### src/rtl/elevator_scan_ctrl.sv
// SCAN-scheduled elevator controller: IDLE / MOVE / DOOR_OPEN with persistent direction.
// Optional door-hold input enabled by defining ELEVATOR_DOOR_HOLD_EN.
module elevator_scan_ctrl #(
    parameter int FLOORS       = 4,
    parameter int TRAVEL_TICKS = 4,
    parameter int DOOR_TICKS   = 3
) (
    input  logic                       CLK,
    input  logic                       RST,
    input  logic [FLOORS-1:0]          interior_panel,
    input  logic [FLOORS-1:0]          exterior_panel,
`ifdef ELEVATOR_DOOR_HOLD_EN
    input  logic                       door_hold,
`endif
    output logic [1:0]                 engine,
    output logic [FLOORS-1:0]          doors,
    output logic [$clog2(FLOORS)-1:0]  floor,
    output logic [FLOORS-1:0]          pending
);

    localparam int FW = $clog2(FLOORS);
    localparam int TW = $clog2(TRAVEL_TICKS + 1);
    localparam int DW = $clog2(DOOR_TICKS + 1);
    localparam logic [FW-1:0] TOP = FW'(FLOORS - 1);
    localparam logic [TW-1:0] T_LOAD = TW'(TRAVEL_TICKS - 1);
    localparam logic [DW-1:0] D_LOAD = DW'(DOOR_TICKS - 1);
    localparam logic [1:0] ENG_OFF  = 2'b00;
    localparam logic [1:0] ENG_UP   = 2'b10;
    localparam logic [1:0] ENG_DOWN = 2'b11;

    typedef enum logic [1:0] {IDLE, MOVE, DOOR_OPEN} state_t;

    state_t            state, state_n;
    logic              dir, dir_n;
    logic [FW-1:0]     floor_n, nf;
    logic [1:0]        engine_n;
    logic [FLOORS-1:0] doors_n, pend_n;
    logic [TW-1:0]     tcnt, tcnt_n;
    logic [DW-1:0]     dcnt, dcnt_n;
    logic [FLOORS-1:0] req, here, nhere;
    logic              up_any, dn_any, up_nf, dn_nf;
    logic              hold;

`ifdef ELEVATOR_DOOR_HOLD_EN
    assign hold = door_hold;
`else
    assign hold = 1'b0;
`endif

    function automatic logic [FLOORS-1:0] onehot(input logic [FW-1:0] f);
        logic [FLOORS-1:0] one;
        one = {{(FLOORS-1){1'b0}}, 1'b1};
        return one << f;
    endfunction

    function automatic logic [FLOORS-1:0] above(input logic [FW-1:0] f);
        logic [FLOORS-1:0] m;
        for (int i = 0; i < FLOORS; i++) m[i] = (i > int'(f));
        return m;
    endfunction

    function automatic logic [FLOORS-1:0] below(input logic [FW-1:0] f);
        logic [FLOORS-1:0] m;
        for (int i = 0; i < FLOORS; i++) m[i] = (i < int'(f));
        return m;
    endfunction

    always_comb begin
        req    = interior_panel | exterior_panel;
        here   = onehot(floor);
        nf     = floor;
        if (dir && floor != TOP)
            nf = floor + 1'b1;
        else if (!dir && floor != '0)
            nf = floor - 1'b1;
        nhere  = onehot(nf);
        up_any = |(pending & above(floor));
        dn_any = |(pending & below(floor));
        up_nf  = |(pending & above(nf));
        dn_nf  = |(pending & below(nf));

        state_n  = state;
        floor_n  = floor;
        dir_n    = dir;
        engine_n = engine;
        doors_n  = doors;
        pend_n   = pending | req;
        tcnt_n   = tcnt;
        dcnt_n   = dcnt;

        case (state)
            IDLE: begin
                pend_n   = pending | (req & ~here);
                engine_n = ENG_OFF;
                doors_n  = '0;
                if (((req | pending) & here) != '0) begin
                    state_n = DOOR_OPEN;
                    doors_n = here;
                    pend_n  = pend_n & ~here;
                    dcnt_n  = D_LOAD;
                end else if ((dir && up_any) || (!dn_any && up_any)) begin
                    state_n  = MOVE;
                    dir_n    = 1'b1;
                    engine_n = ENG_UP;
                    tcnt_n   = T_LOAD;
                end else if (dn_any) begin
                    state_n  = MOVE;
                    dir_n    = 1'b0;
                    engine_n = ENG_DOWN;
                    tcnt_n   = T_LOAD;
                end
            end
            MOVE: begin
                if (tcnt != '0) begin
                    tcnt_n = tcnt - 1'b1;
                end else begin
                    tcnt_n  = T_LOAD;
                    floor_n = nf;
                    if (nf == TOP) dir_n = 1'b0;
                    if (nf == '0)  dir_n = 1'b1;
                    // Arrival clear beats a same-edge request for this floor
                    if ((pending & nhere) != '0) begin
                        state_n  = DOOR_OPEN;
                        pend_n   = (pending | req) & ~nhere;
                        engine_n = ENG_OFF;
                        doors_n  = nhere;
                        dcnt_n   = D_LOAD;
                    end else if (!(dir ? up_nf : dn_nf)) begin
                        state_n  = IDLE;
                        engine_n = ENG_OFF;
                    end
                end
            end
            DOOR_OPEN: begin
                pend_n = pending | (req & ~here);
                if (((req & here) != '0) || hold) begin
                    dcnt_n = D_LOAD;
                end else if (dcnt == '0) begin
                    state_n = IDLE;
                    doors_n = '0;
                end else begin
                    dcnt_n = dcnt - 1'b1;
                end
            end
            default: begin
                state_n  = IDLE;
                engine_n = ENG_OFF;
                doors_n  = '0;
            end
        endcase
    end

    always_ff @(posedge CLK or negedge RST) begin
        if (!RST) begin
            state   <= IDLE;
            floor   <= '0;
            dir     <= 1'b1;
            engine  <= ENG_OFF;
            doors   <= '0;
            pending <= '0;
            tcnt    <= '0;
            dcnt    <= '0;
        end else begin
            state   <= state_n;
            floor   <= floor_n;
            dir     <= dir_n;
            engine  <= engine_n;
            doors   <= doors_n;
            pending <= pend_n;
            tcnt    <= tcnt_n;
            dcnt    <= dcnt_n;
        end
    end

endmodule

### config.mk
export PLATFORM = sky130hd
export DESIGN_NAME = elevator_scan_ctrl
export DESIGN_NICKNAME = d
export VERILOG_FILES = /design/src/rtl/elevator_scan_ctrl.sv
export SDC_FILE = /design/constraint.sdc
export NUM_CORES = 1
export LEC_CHECK = 0
export ABC_AREA = 1
export BUFFER_PORTS_ARGS = -buffer_cell sky130_fd_sc_hd__buf_4
export CAP_MARGIN = 15
export CORE_ASPECT_RATIO = 0.7
export CORE_UTILIZATION = 30
export CTS_CLUSTER_SIZE = 20
export DETAILED_ROUTE_END_ITERATION = 7
export PLACE_DENSITY = 0.5
export SLEW_MARGIN = 10
export SYNTH_ARGS = -nofsm -noshare
export SYNTH_HDL_FRONTEND = slang
export SYNTH_SLANG_ARGS = --single-unit
### constraint.sdc
create_clock -name CLK -period 4.3 [get_ports CLK]
set_clock_uncertainty 0.05 [all_clocks]
set_input_delay 0 -clock CLK [delete_from_list [all_inputs] [get_ports CLK]]
set_output_delay 0 -clock CLK [all_outputs]
set_load 0.03 [all_outputs]
==> results of run 1 <==
==> area by class of cell <==
type | count | area [um^2]
Fill cell | 518 | 3020
Multi-Input combinational cell | 165 | 876
Sequential cell | 20 | 502
Timing Repair Buffer | 22 | 168
Inverter | 30 | 113
Tap cell | 69 | 86.3
Clock buffer | 4 | 45.0
==> how the worst min path moves through the flow <==
stage	start	end	slack, ps	cells past startpoint
3_5_place_dp	RST	pending[2]$_DFF_PN0_	-140	1
4_1_cts	interior_panel[2]	pending[2]$_DFF_PN0_	90	5
2_1_floorplan	RST	dcnt[0]$_DFFE_PN0P_	-350	0
5_1_grt	RST	floor[0]$_DFFE_PN0P_	120	2
3_3_place_gp	RST	pending[2]$_DFF_PN0_	-140	1
6_report	interior_panel[2]	pending[2]$_DFF_PN0_	90	5
==> cell usage in the layout (no fill, tap or decap), types with 2 or more instances in the layout <==
cell type | synthesis | routed
a21oi_1 | 4 | 4
buf_4 | 0 | 21
clkbuf_8 | 0 | 3
dfrtp_1 | 19 | 19
ha_1 | 9 | 9
inv_1 | 27 | 27
inv_2 | 3 | 3
nand2_1 | 56 | 56
nand2_2 | 4 | 4
nand2_4 | 2 | 2
nand3_1 | 24 | 24
nand4_1 | 3 | 3
nor2_1 | 16 | 16
nor3_1 | 8 | 8
o211ai_1 | 2 | 2
o21ai_0 | 14 | 14
o21ai_1 | 9 | 9
o21bai_2 | 2 | 2
o31ai_1 | 4 | 4
==> state kept, by name, indices dropped and copies added, names as in the netlist <==
name and flops:
engine 2, dir 1, tcnt 3, dcnt 2
state 2, floor 2, doors 4, pending 4
==> logic make-up (layout without fill, tap and decap cells) <==
group / count (synthesis) / after routing / share of synthesized area (%)
xor gates and xnor gates: 1 / 1 / 0.580
buffers and inverters: 33 / 56 / 8.86
AOI/OAI and AO/OA: 37 / 37 / 14.3
DFF: 20 / 20 / 33.2
adders and majority gates: 9 / 9 / 7.45
and+or+nand+nor: 118 / 118 / 35.6
==> routing by layer <==
| layer | vias up | global-route usage, % |
|---|---|---|
| li1 | 767 | - |
| met1 | 680 | 26.3 |
| met2 | 63 | 26.4 |
| met3 | 2 | 3.35 |
| met4 | 0 | 2.86 |
| met5 | - | 0 |
==> tightest hold or removal path, delay by kind of cell <==
kind                   cells  cell delay (ps)
and+or+nand+nor            3              140
AOI/OAI and AO/OA          1              110
buffers and inverters      1               80
==> power breakdown <==
part | internal, mW | switching, mW
logic | 0.139 | 0.249
clock network | 0.0660 | 0.0630
registers | 0.239 | 0.0660
total | 0.445 | 0.378
==> metrics by stage <==
step	instances	setup WS (ps)	utilization [%]	instance area (um^2)	hold WS, ps
5_1_grt	310	1410	37.2	1790	118
3_5_place_dp	305	1750	36.1	1730	-143
3_3_place_gp	305	1840	36.1	1730	-142
6_report	310	1680	37.2	1790	88.7
2_1_floorplan	218	2080	-	1510	-346
4_1_cts	310	1720	37.2	1790	86.2
==> flow_summary.toml, run 1 <==
[run_status]
status = "finished clean"

[grt]
grt_usage_pct = 17.5
grt_pass1_vias = 1390
grt_max_degree = 21
grt_antenna_before_repair = 0
gr-total-overflow = 0
grt_first_pass_wirelength_mm = 6.92

[finish]
n_antenna_cell = 0
syn2layout_area_growth_pct = 18.4
drive_gt1_share_pct = 16.2
nets = 261

[synthesis]
ys_seq_area_share_pct = 33.2
synth_area_leader_cell = "dfrtp_1"
synth-seq-cells = 20
syn_nets = 237
syn-cell-area_mm2 = 0.00151
yosys.area.top_type_share_pct = 31.5
yosysWarningCount = 0
synth_cells = 218
synthArstFlopShare_pct = 100
synth.most_common_cell = "nand2_1"
avgSynthCellArea_um2 = 6.93
yosys-top-cells-count = "nand2_1 (56), inv_1 (27), nand3_1 (24), dfrtp_1 (19), nor2_1 (16)"
synth_ff_type = "dfrtp_1"
synth_cell_type_count = 28
synth_area_leaders = "dfrtp_1 (31%), nand2_1 (14%), nand3_1 (7.9%)"
synth_edf_count = 0

[critical_path]
reg2reg_to = "dcnt[0]$_DFFE_PN0P_"
worstPathRequired_ps = 4410
crit_type = "reg2reg"
r2r_cells = 14
startpoint = "floor[0]$_DFFE_PN0P_"
path_buf_inv = 2
cp-endpoint = "dcnt[0]$_DFFE_PN0P_"
reg2reg_from = "floor[0]$_DFFE_PN0P_"
critPathMaxFanout = 11
r2r_slack_ps = 1680
start_kind = "flip-flop"
cp_common_cell = "nand2_1"
critPathSlowestCell = "dfrtp_1"
arrival_ps = 2730
crit_chain = "inv_1 -> ha_1 -> inv_1 -> nand2_2 -> nand2_2 -> nand2_4 -> nand2_4 -> nand3_1 -> nand2_1 -> nor2_2 -> nand2_1 -> nand2_1 -> nand2_1 -> o21ai_1"
worstSetupEndpointType = "flip-flop"
cpLargestDelayFamily = "simple AND/OR/NAND/NOR gates"
max_stage_delay_ps = 510
crit_cells = 14

[placed_design]
place.gp.congestion = 0.861
dp_hpwl_mm = 3.27
portBuffers = 21

[clock_network]
clk_pin_slew_ps = 80
clk_latency_ps = 270
cts_max_path_buffers = 2
htreeDepth = 1
holdBufCountCts = 1
cts_setup_buffers = 0
postCtsResizedCells = 0
cts_sinks = 20
numCtsBuffers = 3
ctsRootBufferMaster = "clkbuf_8"
cts_tree = "yes"

[route]
first_iter_violations = 140
vias = 1512
m1WireLength_mm = 2.21
dr.pass1.iters = 4
routed_wl_mm = 4.24
wl_per_cell_um = 13.7
top_layer_used = "met4"
viasPerCell = 4.88
ant_nets = 0
drc = 0
met2_wirelength_mm = 1.66
dr_wl_met3_um = 365

[floorplanning]
dieArea_mm2 = 0.00533
initial_core_util_pct = 31.4
core_area_mm2 = 0.00481
rows = 21
die_h_um = 61.4
io_pins = 22
fp.dieW_um = 86.8

[pwr]
power_leakage_nw = 0.923
power_density_mw_per_mm2 = 460
peakVddDrop_v = 0.000155
power.total_mw = 0.823

[sta]
hold_viol = 0
rsz0062_at_grt = "false"
slew_headroom_pct = 68.2
setup_violations = 0
worst_slew_pin_slew_ps = 475
period_share_pct = 61.0
fmax_ghz = 0.381
min_period_ps = 2620
finalSetupTns_ps = 0
slew_violations = 0

[worst_hold_path]
hp-class = "in2reg"

[run]
maxCapViolCount = 0
(Power assumes the default switching activity.)
==> inputs of run 2 (changes only) <==
Clock period 4.3 ns to 2.7 ns, I/O delays scaled along.
==> run 2 against run 1 <==
Count of clock-buffer cells in the layout did not move. Worst hold slack got worse by 7.9 ps. Combinational power rose by 60%. Sequential share of layout area fell by 0.16 points. Critical path depth fell by 1. Global-route usage rose by 0.88 points. Sequential power rose by 58%. Sequential cell count did not move. Clock power rose by 65%. Critical endpoint unchanged. Highest routed layer unchanged.
==> flow_summary.toml, run 2 (same netlist as run 1, synthesis figures left out) <==
[clock_network]
ctsRootBufferMaster = "clkbuf_8"
clk_pin_slew_ps = 80
cts_tree = "yes"
clk_latency_ps = 270
cts_max_path_buffers = 2
numCtsBuffers = 3
htreeDepth = 1
cts_sinks = 20
cts_setup_buffers = 0

[route]
vias = 1470
routed_wl_mm = 4.21
drc = 0
wl_per_cell_um = 13.5
ant_nets = 0
first_iter_violations = 186
dr.pass1.iters = 4
viasPerCell = 4.73

[grt]
grt_pass1_vias = 1375
grt_usage_pct = 18.4
grt_first_pass_wirelength_mm = 7.22
grt_antenna_before_repair = 0
grt_max_degree = 21
gr-total-overflow = 0

[worst_hold_path]
hp-class = "in2reg"

[run]
maxCapViolCount = 0

[sta]
fmax_ghz = 0.419
worst_slew_pin_slew_ps = 540
min_period_ps = 2380
rsz0062_at_grt = "false"
finalSetupTns_ps = 0
hold_viol = 0
slew_headroom_pct = 63.9
period_share_pct = 88.3
slew_violations = 0
setup_violations = 0

[finish]
drive_gt1_share_pct = 16.9
layout.area.seq_um2 = 502
final_common_cell = "nand2_1"
final_cell_mix = "nand2_1 (55), inv_1 (27), nand3_1 (24)"
nets = 262
reg_top3 = "doors (4), pending (4), tcnt (3)"
n_antenna_cell = 0
syn2layout_area_growth_pct = 19.0
fillers = 509
final_area_mm2 = 0.00180
multiInputGateArea_um2 = 878

[placed_design]
dp_hpwl_mm = 3.19
place.gp.congestion = 0.900
place_area_mm2 = 0.00174
portBuffers = 21

[run_status]
status = "finished clean"

[critical_path]
worstPathRequired_ps = 2850
crit_type = "reg2reg"
cpLargestDelayFamily = "simple AND/OR/NAND/NOR gates"
cp_common_cell = "nand2_1"
critPathSlowestCell = "dfrtp_1"
max_stage_delay_ps = 510
critPathMaxFanout = 11
r2r_slack_ps = 320
path_buf_inv = 2
arrival_ps = 2530
crit_chain = "inv_1 -> ha_1 -> inv_1 -> nand2_2 -> nand3_2 -> nand2_4 -> nand3_1 -> nand2_1 -> nor2_2 -> nand2_2 -> nand2_1 -> nand2_1 -> o21ai_1"
worstSetupEndpointType = "flip-flop"
start_kind = "flip-flop"

[floorplanning]
io_pins = 22
die_h_um = 61.4
core_area_mm2 = 0.00481
fp.dieW_um = 86.8
initial_core_util_pct = 31.4
dieArea_mm2 = 0.00533
rows = 21

[pwr]
peakVddDrop_v = 0.000262
power_leakage_nw = 0.929
power_density_mw_per_mm2 = 732
==> run 2: report_power, final <==
part           internal, mW  switching [mW]
clock                 0.105           0.108
combinational         0.223           0.399
sequential            0.381           0.101
total                 0.709           0.608
==> run 2: worst min-delay path, cell delays in order <==
cell,delay [ps]
buf_4,80
nor2_1,40
nand2_1,70
nand2_1,60
a21oi_1,100
==> run 2: final cells by class <==
type,instances,share of cell area [%]
Clock buffer,4,2.50
Timing Repair Buffer,23,9.74
Sequential cell,20,27.9
Multi-Input combinational cell,165,48.8
Tap cell,69,4.80
Inverter,30,6.26
==> run 2: what timing repair did <==
item	in CTS	in global routing
hold buffers	1	0
resized for setup	0	1
endpoints found under the hold margin	20	0
endpoints found under the setup margin	0	8
==> run 2: through the flow <==
| step | cells | hold WS (ps) | worst slack (ps) | total power, mW | util [%] |
|---|---|---|---|---|---|
| after floorplan | 218 | -346 | 478 | 0.932 | - |
| after global placement | 306 | -145 | 233 | 1.10 | 36.2 |
| after detailed placement | 306 | -142 | 167 | 1.10 | 36.2 |
| after CTS | 311 | 87.0 | 158 | 1.31 | 37.4 |
| after global routing | 311 | 119 | 67.1 | 1.45 | 37.4 |
| final | 311 | 80.9 | 315 | 1.32 | 37.4 |
==> run 2: per-layer routing <==
layer / global-route usage [%] / vias up / part of all wire [%]
met2: 25.9 / 43 / 38
met4: 3.57 / 0 / 0.57
met3: 3.35 / 4 / 6.1
met1: 28.9 / 664 / 55
met5: 0 / - / 0
li1: - / 759 / -
==> run 2: worst paths after layout <==
check,end,startpoint,cells after the start
max,dcnt[0]$_DFFE_PN0P_,floor[0]$_DFFE_PN0P_,13
min,pending[3]$_DFF_PN0_,interior_panel[3],5
max reg2reg,dcnt[0]$_DFFE_PN0P_,floor[0]$_DFFE_PN0P_,13
min reg2reg,tcnt[0]$_DFFE_PN0P_,tcnt[0]$_DFFE_PN0P_,1
max in group asynchronous,dir$_DFFE_PN1P_,RST,2
min in group asynchronous,floor[0]$_DFFE_PN0P_,RST,2
